**config.mk**
```make
export PLATFORM = sky130hd
export DESIGN_NAME = expr_eval
export DESIGN_NICKNAME = d
export VERILOG_FILES = /design/src/rtl/expr_eval.sv
export SDC_FILE = /design/constraint.sdc
export NUM_CORES = 1
export LEC_CHECK = 0
export BUFFER_PORTS_ARGS = -buffer_cell sky130_fd_sc_hd__buf_2
export CAP_MARGIN = 20
export CORE_MARGIN = 4
export CORE_UTILIZATION = 43
export CTS_CLUSTER_SIZE = 40
export DETAILED_ROUTE_END_ITERATION = 10
export GPL_TIMING_DRIVEN = 0
export PLACE_DENSITY = 0.61
export RECOVER_POWER = 25
export SLEW_MARGIN = 5
export SYNTH_ARGS = -nofsm -noshare
export SYNTH_HDL_FRONTEND = slang
export SYNTH_SLANG_ARGS = --single-unit
```
**constraint.sdc**
```tcl
create_clock -name clk -period 11 [get_ports clk]
set_input_delay 2.2 -clock clk [delete_from_list [all_inputs] [get_ports clk]]
set_output_delay 2.2 -clock clk [all_outputs]
set_load 0.02 [all_outputs]
```
**src/rtl/expr_eval.sv**
```systemverilog
// -----------------------------------------------------------------------------
// expr_eval
//
// Evaluates a streamed ASCII expression of the form digit (op digit)*.
// The operators are '+' and '*', and '*' binds tighter than '+'.
// The running value of the expression (sum + current term) is presented after
// every accepted digit.
//
// The value is kept as two registers:
//   sum  - the total of all completed additive terms
//   term - the multiplicative term currently being built
//
// Optional feature (macro EXPR_SUB_EN):
//   When defined, '-' becomes a third operator with '+' precedence.
//   Values are then treated as signed two's complement, and ovf uses
//   signed-overflow rules.
//   When undefined, '-' is an invalid character and pend_op is a single bit.
//
// Ports:
//   clk          rising-edge clock
//   clr_n        asynchronous active-low reset
//   in           ASCII character
//   in_valid     character strobe; in is consumed only when high
//   result       sum + current term (WIDTH bits, wraps)
//   result_valid high while the accepted prefix ends in a digit
//   err          sticky grammar-violation flag
//   ovf          sticky arithmetic-wrap flag
// -----------------------------------------------------------------------------
module expr_eval #(
    parameter int WIDTH = 32
) (
    input  logic             clk,
    input  logic             clr_n,
    input  logic [7:0]       in,
    input  logic             in_valid,
    output logic [WIDTH-1:0] result,
    output logic             result_valid,
    output logic             err,
    output logic             ovf
);

`ifdef EXPR_SUB_EN
    localparam int OPW = 2;
    localparam logic [OPW-1:0] OP_SUB = OPW'(2);
`else
    localparam int OPW = 1;
`endif
    localparam logic [OPW-1:0] OP_ADD = '0;
    localparam logic [OPW-1:0] OP_MUL = OPW'(1);

    typedef enum logic [3:0] {
        IDLE = 4'b0001,
        OPND = 4'b0010,
        OPR  = 4'b0100,
        ERR  = 4'b1000
    } state_t;

    state_t           state;
    logic [WIDTH-1:0] sum;
    logic [WIDTH-1:0] term;
    logic [OPW-1:0]   pend_op;

    logic               is_digit;
    logic [WIDTH-1:0]   digit;
    logic [2*WIDTH-1:0] mul_full;
    logic               mul_ovf;
    logic [WIDTH-1:0]   new_term;
    logic               new_term_ovf;
    logic [WIDTH-1:0]   sum_term;
    logic               sum_term_ovf;
    logic [WIDTH-1:0]   res_sum;
    logic               res_ovf;

    // Overflow test for a + b.
    // Unsigned mode uses the carry out of a WIDTH+1-bit add.
    // Signed mode checks for two like-signed operands giving an unlike-signed sum.
    function automatic logic add_ovf(input logic [WIDTH-1:0] a, input logic [WIDTH-1:0] b);
        logic [WIDTH:0] s;
        s = {1'b0, a} + {1'b0, b};
`ifdef EXPR_SUB_EN
        return (a[WIDTH-1] == b[WIDTH-1]) && (s[WIDTH-1] != a[WIDTH-1]);
`else
        return s[WIDTH];
`endif
    endfunction

    // '0'..'9' are 0x30..0x39, so the low nibble is the digit value.
    assign is_digit = (in >= 8'h30) && (in <= 8'h39);
    assign digit    = {{(WIDTH-4){1'b0}}, in[3:0]};

`ifdef EXPR_SUB_EN
    // The digit is never negative.
    // A sign-extended term times a zero-extended digit gives the exact signed
    // product in 2*WIDTH bits.
    assign mul_full = {{WIDTH{term[WIDTH-1]}}, term} * {{WIDTH{1'b0}}, digit};
    // The product fits only if the upper WIDTH+1 bits are all copies of the
    // sign bit.
    assign mul_ovf  = !((mul_full[2*WIDTH-1:WIDTH-1] == '0) ||
                        (mul_full[2*WIDTH-1:WIDTH-1] == '1));
`else
    assign mul_full = {{WIDTH{1'b0}}, term} * {{WIDTH{1'b0}}, digit};
    assign mul_ovf  = |mul_full[2*WIDTH-1:WIDTH];
`endif

    always_comb begin
        new_term     = digit;
        new_term_ovf = 1'b0;
        if (pend_op == OP_MUL) begin
            new_term     = mul_full[WIDTH-1:0];
            new_term_ovf = mul_ovf;
        end
`ifdef EXPR_SUB_EN
        else if (pend_op == OP_SUB) begin
            new_term = '0 - digit;
        end
`endif
    end

    assign sum_term     = sum + term;
    assign sum_term_ovf = add_ovf(sum, term);
    assign res_sum      = sum + new_term;
    assign res_ovf      = add_ovf(sum, new_term);

    always_ff @(posedge clk or negedge clr_n) begin
        if (!clr_n) begin
            state        <= IDLE;
            sum          <= '0;
            term         <= '0;
            pend_op      <= OP_ADD;
            result       <= '0;
            result_valid <= 1'b0;
            err          <= 1'b0;
            ovf          <= 1'b0;
        end else if (in_valid) begin
            case (state)
                IDLE: begin
                    // Anything before the first digit is skipped.
                    if (is_digit) begin
                        sum          <= '0;
                        term         <= digit;
                        result       <= digit;
                        result_valid <= 1'b1;
                        state        <= OPND;
                    end
                end
                OPND: begin
                    if (in == 8'h2B) begin          // '+' closes the current term
                        sum          <= sum_term;
                        ovf          <= ovf | sum_term_ovf;
                        pend_op      <= OP_ADD;
                        result_valid <= 1'b0;
                        state        <= OPR;
                    end else if (in == 8'h2A) begin // '*' keeps building the term
                        pend_op      <= OP_MUL;
                        result_valid <= 1'b0;
                        state        <= OPR;
                    end
`ifdef EXPR_SUB_EN
                    else if (in == 8'h2D) begin     // '-' closes the term; next digit negated
                        sum          <= sum_term;
                        ovf          <= ovf | sum_term_ovf;
                        pend_op      <= OP_SUB;
                        result_valid <= 1'b0;
                        state        <= OPR;
                    end
`endif
                    else begin
                        err          <= 1'b1;
                        result_valid <= 1'b0;
                        state        <= ERR;
                    end
                end
                OPR: begin
                    if (is_digit) begin
                        term         <= new_term;
                        result       <= res_sum;
                        result_valid <= 1'b1;
                        ovf          <= ovf | new_term_ovf | res_ovf;
                        state        <= OPND;
                    end else begin
                        err          <= 1'b1;
                        result_valid <= 1'b0;
                        state        <= ERR;
                    end
                end
                ERR: begin
                    // Absorb everything until reset.
                end
                default: begin
                    err          <= 1'b1;
                    result_valid <= 1'b0;
                    state        <= ERR;
                end
            endcase
        end
    end

endmodule

```
After elaboration in Yosys (flattened, before gate mapping)
Cells that the tools add are included.
{ "classes": {"n_addsub": 4, "n_mul": 1, "div": 0, "n_lt_le_gt_ge": 2, "eq_ne": 12, "shift": 0, "mux": 27, "bitwise": 5, "n_reduce_logical": 13} }
{ "op_table": {"columns": ["op", "n"], "rows": [
  ["2-to-1 mux 32 bit", 6],
  ["case mux 32 bit (2 select lines)", 3],
  ["adder 32 x 32 -> 33 bit", 2],
  ["adder 32 bit", 2],
  ["multiplier 32 x 4 -> 36 bit", 1],
  ["OR reduction 32 bit", 1],
  ["== test 8 x 6 -> 1 bit (second input constant)", 2],
  ["2-to-1 mux 4 bit", 4],
  ["case mux 4 bit (4 select lines)", 1],
  ["!= test 2 bit (second input constant)", 6],
  ["AND reduction 4 bit", 3],
  ["2-to-1 mux 1 bit", 10],
  [">= comparator 8 x 6 -> 1 bit (second input constant)", 1],
  ["less-or-equal comparator 8 x 6 -> 1 bit (second input constant)", 1],
  ["nonzero test 2 bit", 4],
  ["case mux 1 bit (3 select lines)", 2],
  ["AND reduction 3 bit", 2],
  ["AND reduction 5 bit", 1],
  ["== test 4 x 1 -> 1 bit (second input constant)", 1],
  ["== test 4 x 2 -> 1 bit (second input constant)", 1],
  ["== test 4 x 3 -> 1 bit (second input constant)", 1],
  ["== test 4 bit (second input constant)", 1],
  ["OR 1 bit", 3],
  ["inverter 1 bit", 2],
  ["other kinds (3)", 3]
]} }
{ "totals": {"regBits": 104, "latch_bits": 0, "mem_bits_rw": 0, "romBits": 0, "output_inout_bits": 35, "mem_count": 0} }

Depth between registers and ports, before layout
{ "depth": {"depth_word": 7, "depth_mapped": 29} }

Worst setup path after synthesis
No wires, ideal clock.
{ "synth_path": {"path_kind": "input to register", "startpoint": "input port in[3]", "endpoint": "register result[27]", "arrival_ns": 7.550, "setup_slack_ns": 3.329, "cell_stages": 25, "cell_sequence": "clkbuf_1 clkbuf_1 nand2_1 fa_1 fa_1 fa_1 nand2b_1 a21oi_2 o21a_2 a21oi_1 o21bai_1 a21oi_1 xnor2_1 and2_1 ha_1 inv_1 nor2_1 nand3_1 a31oi_1 or3_1 a311oi_2 maj3_2 o2111ai_2 a21o_1 a32o_1"} }
{ "synth_via": {"elab_chain_len": 5} }
{ "synth_lines": {"columns": ["item", "line_no", "text"], "rows": [
  ["from (decl)", "34", "input logic [7:0] in,"],
  ["multiplier 32 x 4 -> 36 bit", "101", "assign mul_full = {{WIDTH{1'b0}}, term} * {{WIDTH{1'b0}}, digit};"],
  ["2-to-1 mux 32 bit", "108", "if (pend_op == OP_MUL) begin"],
  ["adder 32 bit", "121", "assign res_sum = sum + new_term;"],
  ["2-to-1 mux 32 bit", "174", "if (is_digit) begin"],
  ["case mux 32 bit (2 select lines)", "135", "case (state)"],
  ["to (signal assigned)", "141", "result <= digit;"],
  ["to (signal assigned)", "176", "result <= res_sum;"],
  ["to (decl)", "36", "output logic [WIDTH-1:0] result,"]
]} }
Parallel ways exist; a longest one is shown, timed or not. The select of a mux whose other input is x is not followed.
A chain may end at the register's enable or synchronous reset.

Worst setup path in the final report
{ "layout_path": {"startpoint": "input port in[3]", "endpoint": "register result[30]"} }
Same word-level chain as after synthesis.

==> impl_metrics.csv <==
group,metric,value,unit
sta,setup_violations,0,
clock_tree,cts_setup_buffers,0,
drt,vias,10400,
placed_design,dpl.hpwl,27400,microns
power,p_comb_share,4.7,%
logic_synthesis,synth_top_family_by_area,"compound AO/OA/AOI/OAI gates",
clock_tree,cts-root-buf,"clkbuf_16",
final_layout,area_growth,8.57,%
clock_tree,cts_max_path_buffers,2,
worst_setup_path,worstSetupEndpointType,"register",
sta,tightest_slew,3.08,ns
logic_synthesis,ys_seq_area_share,22.6,%
drt,drc,0,
global_route,grt_start_max_net_pins,55,
power,p_int,631,uW
logic_synthesis,synth_nets,1566,
run_status,status,"finished, violations left",
logic_synthesis,synthDistinctLibCells,80,
clock_tree,cts_hold_buf,0,
worst_setup_path,cp_max_fo,10,
sta,timing.hold.ws,0.477,ns
logic_synthesis,synth_top_area_share,22.3,%
power,ir_drop,0.0566,mV
power,swShare,24.6,%
sta,fin_crit_sh,80.1,%
drt,drt_pass1_iterations,5,
sta,hold_violations,0,
floorplan,rows,59,
global_route,grt_antenna_before_repair,0,
drt,drt_iter0_drc,738,
placed_design,port_buffers,41,
flow_run,maxCapViolations,2,
final_layout,final_common_cell,"nand2_1",
power,power.switching,205,uW
final_layout,num-nets-final,1619,
final_layout,fin_area,12500,sq um
sta,tns,0,ns
run_status,failed_checks,"capacitance limit, slew limit",
logic_synthesis,syn-instance-count,1396,
floorplan,pin_count,46,
logic_synthesis,synth_flop_cell,"dfrtp_1",
placed_design,placed_area,12200,sq um
sta,rsz0062_at_grt,"no",
sta,setup_slack,2.19,ns
global_route,overflow,0,
drt,via_per_inst,5.82,
clock_tree,htreeDepth,3,
sta,fmax,114,MHz
drt,wl_per_cell,19.8,microns
floorplan,core_area,26200,sq um
final_layout,fillCellCount,2566,
final_layout,diodes,0,
clock_tree,insertion_delay,0.37,ns
power,power_density,66.8,nW/um^2
worst_setup_path,cp-start-kind,"primary input",
logic_synthesis,synth_area_leaders,"dfrtp_1 22%, fa_1 11%, ha_1 11%",
logic_synthesis,muxShareOfSynthArea,1.33,%
logic_synthesis,synth.ff_latch_count,104,
power,leakagePower,0.00614,uW
logic_synthesis,syn_avg_cell_area,8.27,sq um
placed_design,gp_congestion,0.920,
logic_synthesis,netlist.top_cell.by_area,"dfrtp_1",
clock_tree,clk_pin_slew_worst_paths,0.08,ns
worst_setup_path,critPathKind,"in2reg",
logic_synthesis,ys_async_sr_fraction,100,%
floorplan,die_area,29500,sq um
floorplan,initial_core_util,44.0,%
global_route,grt_pass1_vias,10100,
global_route,grtUsageTotal,24.2,%
final_layout,final_cell_mix,"162 x nand2_1, 137 x inv_1, 106 x and2_1",
clock_tree,cts_made_buffers,9,
clock_tree,cts_tree,"built",
sta,skew,0.0131,ns
floorplan,die_w,172,microns
final_layout,drive_gt1_share,6.12,%
logic_synthesis,synth_compound_area_share,23.0,%
min_path,hold_path_class,"reg2reg",
sta,finalMaxSlewViolations,107,
drt,final_antenna_net_count,0,
logic_synthesis,synthAdderAreaFrac,21.7,%
sta,finalCriticalPeriod,8.81,ns
floorplan,dieHeight,172,microns
clock_tree,clock-sinks,104,
worst_setup_path,critPathArrivalTime,9.02,ns
logic_synthesis,synth_edf_count,0,
logic_synthesis,synthSimpleGateAreaFrac,19.5,%
power,pwr-share-clk,49.2,%
clock_tree,ctsResizeCount,0,
logic_synthesis,yosysWarnings,0,
placed_design,dp_slack,1.83,ns
drt,routed_wl,35300,microns
global_route,grt_pass1_wl,56000,microns
power,seqPwrFrac,46.1,%
worst_setup_path,critPathRequiredTime,11.21,ns
logic_synthesis,synth_area,11500,sq um
logic_synthesis,synthXorXnorAreaFrac,5.68,%
sta,max_slew_margin,-105,%
final cells by class:
cell class / instances / area [sq um] / share of cell area [%]
Clock buffer: 11 / 253 / 2.02
Multi-Input combinational cell: 1105 / 8230 / 65.7
Timing Repair Buffer: 42 / 208 / 1.66
Sequential cell: 104 / 2600 / 20.8
Tap cell: 335 / 419 / 3.34
Inverter: 137 / 514 / 4.10
Buffer: 50 / 194 / 1.55
Clock inverter: 5 / 110 / 0.879
per-layer routing:
layer	routed length (microns)	vias up	share of wire [%]	track usage, %
li1	-	4945	-	-
met1	16600	5120	47	34.0
met2	15900	272	45	38.3
met3	1630	70	4.6	3.19
met4	1160	0	3.3	8.78
met5	0	-	0	0
registers in the layout, indices dropped and copies added (netlist names):
name,count
result_valid,1
pend_op,1
result,32
err,1
state,4
ovf,1
term,32
sum,32
final timing paths:
kind                                     start                endpoint  slack [ns]  cells after the start
min in group asynchronous                clr_n         ovf$_DFFE_PN0P_        2.82                      1
min                            err$_DFFE_PN0P_         err$_DFFE_PN0P_        0.48                      1
max                                      in[3]  result[30]$_DFFE_PN0P_        2.19                     25
max in group asynchronous                clr_n  result[14]$_DFFE_PN0P_        4.13                      2
min reg2reg                    err$_DFFE_PN0P_         err$_DFFE_PN0P_        0.48                      1
max reg2reg                term[3]$_DFFE_PN0P_  result[30]$_DFFE_PN0P_        4.36                     24
power by group through the flow:
stage	Combinational, uW	Sequential (uW)	Clock [uW]
floorplan	18.4	393	0
global placement	38.8	393	0
detailed placement	40.6	393	0
CTS	40.8	386	415
global route	43.5	386	432
finish	39.0	386	412
kinds of logic (layout without fill, tap and decap cells):
logic type	after synthesis	count (layout)
simple gates	461	461
compound gates	391	391
buf+inv	187	245
fa+ha+maj	164	164
flops	104	104
xor+xnor	74	74
mux	15	15
per-stage QoR:
stage / power (uW) / instances / utilization (%)
after CTS: 841 / 1789 / 47.9
after global routing: 861 / 1789 / 47.8
final: 837 / 1789 / 47.8
after global placement: 432 / 1772 / 46.4
after detailed placement: 434 / 1773 / 46.6
after floorplan: 412 / 1396 / -
critical path, stage by stage:
cell      delay [ns]
clkbuf_1        0.43
clkbuf_1        0.50
nand2_1         0.16
fa_1            0.55
fa_1            0.60
inv_1           0.06
ha_1            0.30
a211oi_1        0.32
o21ai_0         0.33
a31oi_1         0.28
xnor2_1         0.08
and2_1          0.18
ha_1            0.35
a21o_1          0.20
a21o_1          0.17
a21oi_1         0.17
nand2_1         0.06
o21ai_0         0.44
maj3_2          0.35
a2111o_1        0.19
a211oi_2        0.13
nor4_1          0.57
o31ai_2         0.15
xnor2_1         0.16
o21ai_1         0.08
cells in the mapped netlist (8+ instances only):
cell and count:
nand2_1 162, o21a_1 16, nor2_1 77, xor2_1 20, nand2b_1 16, o21bai_1 12
clkbuf_1 45, dfrtp_1 103, ha_1 97, fa_1 62, mux2i_1 12, nor2b_1 9
a21o_1 41, xnor2_1 53, a31oi_1 14, o21ai_0 89, and2_1 106, o31ai_1 17
a21oi_1 79, a22o_1 32, o21ai_1 12, nor3_1 22, or3_1 8, inv_1 137
nand3_1 27
(Power assumes the default switching activity.)
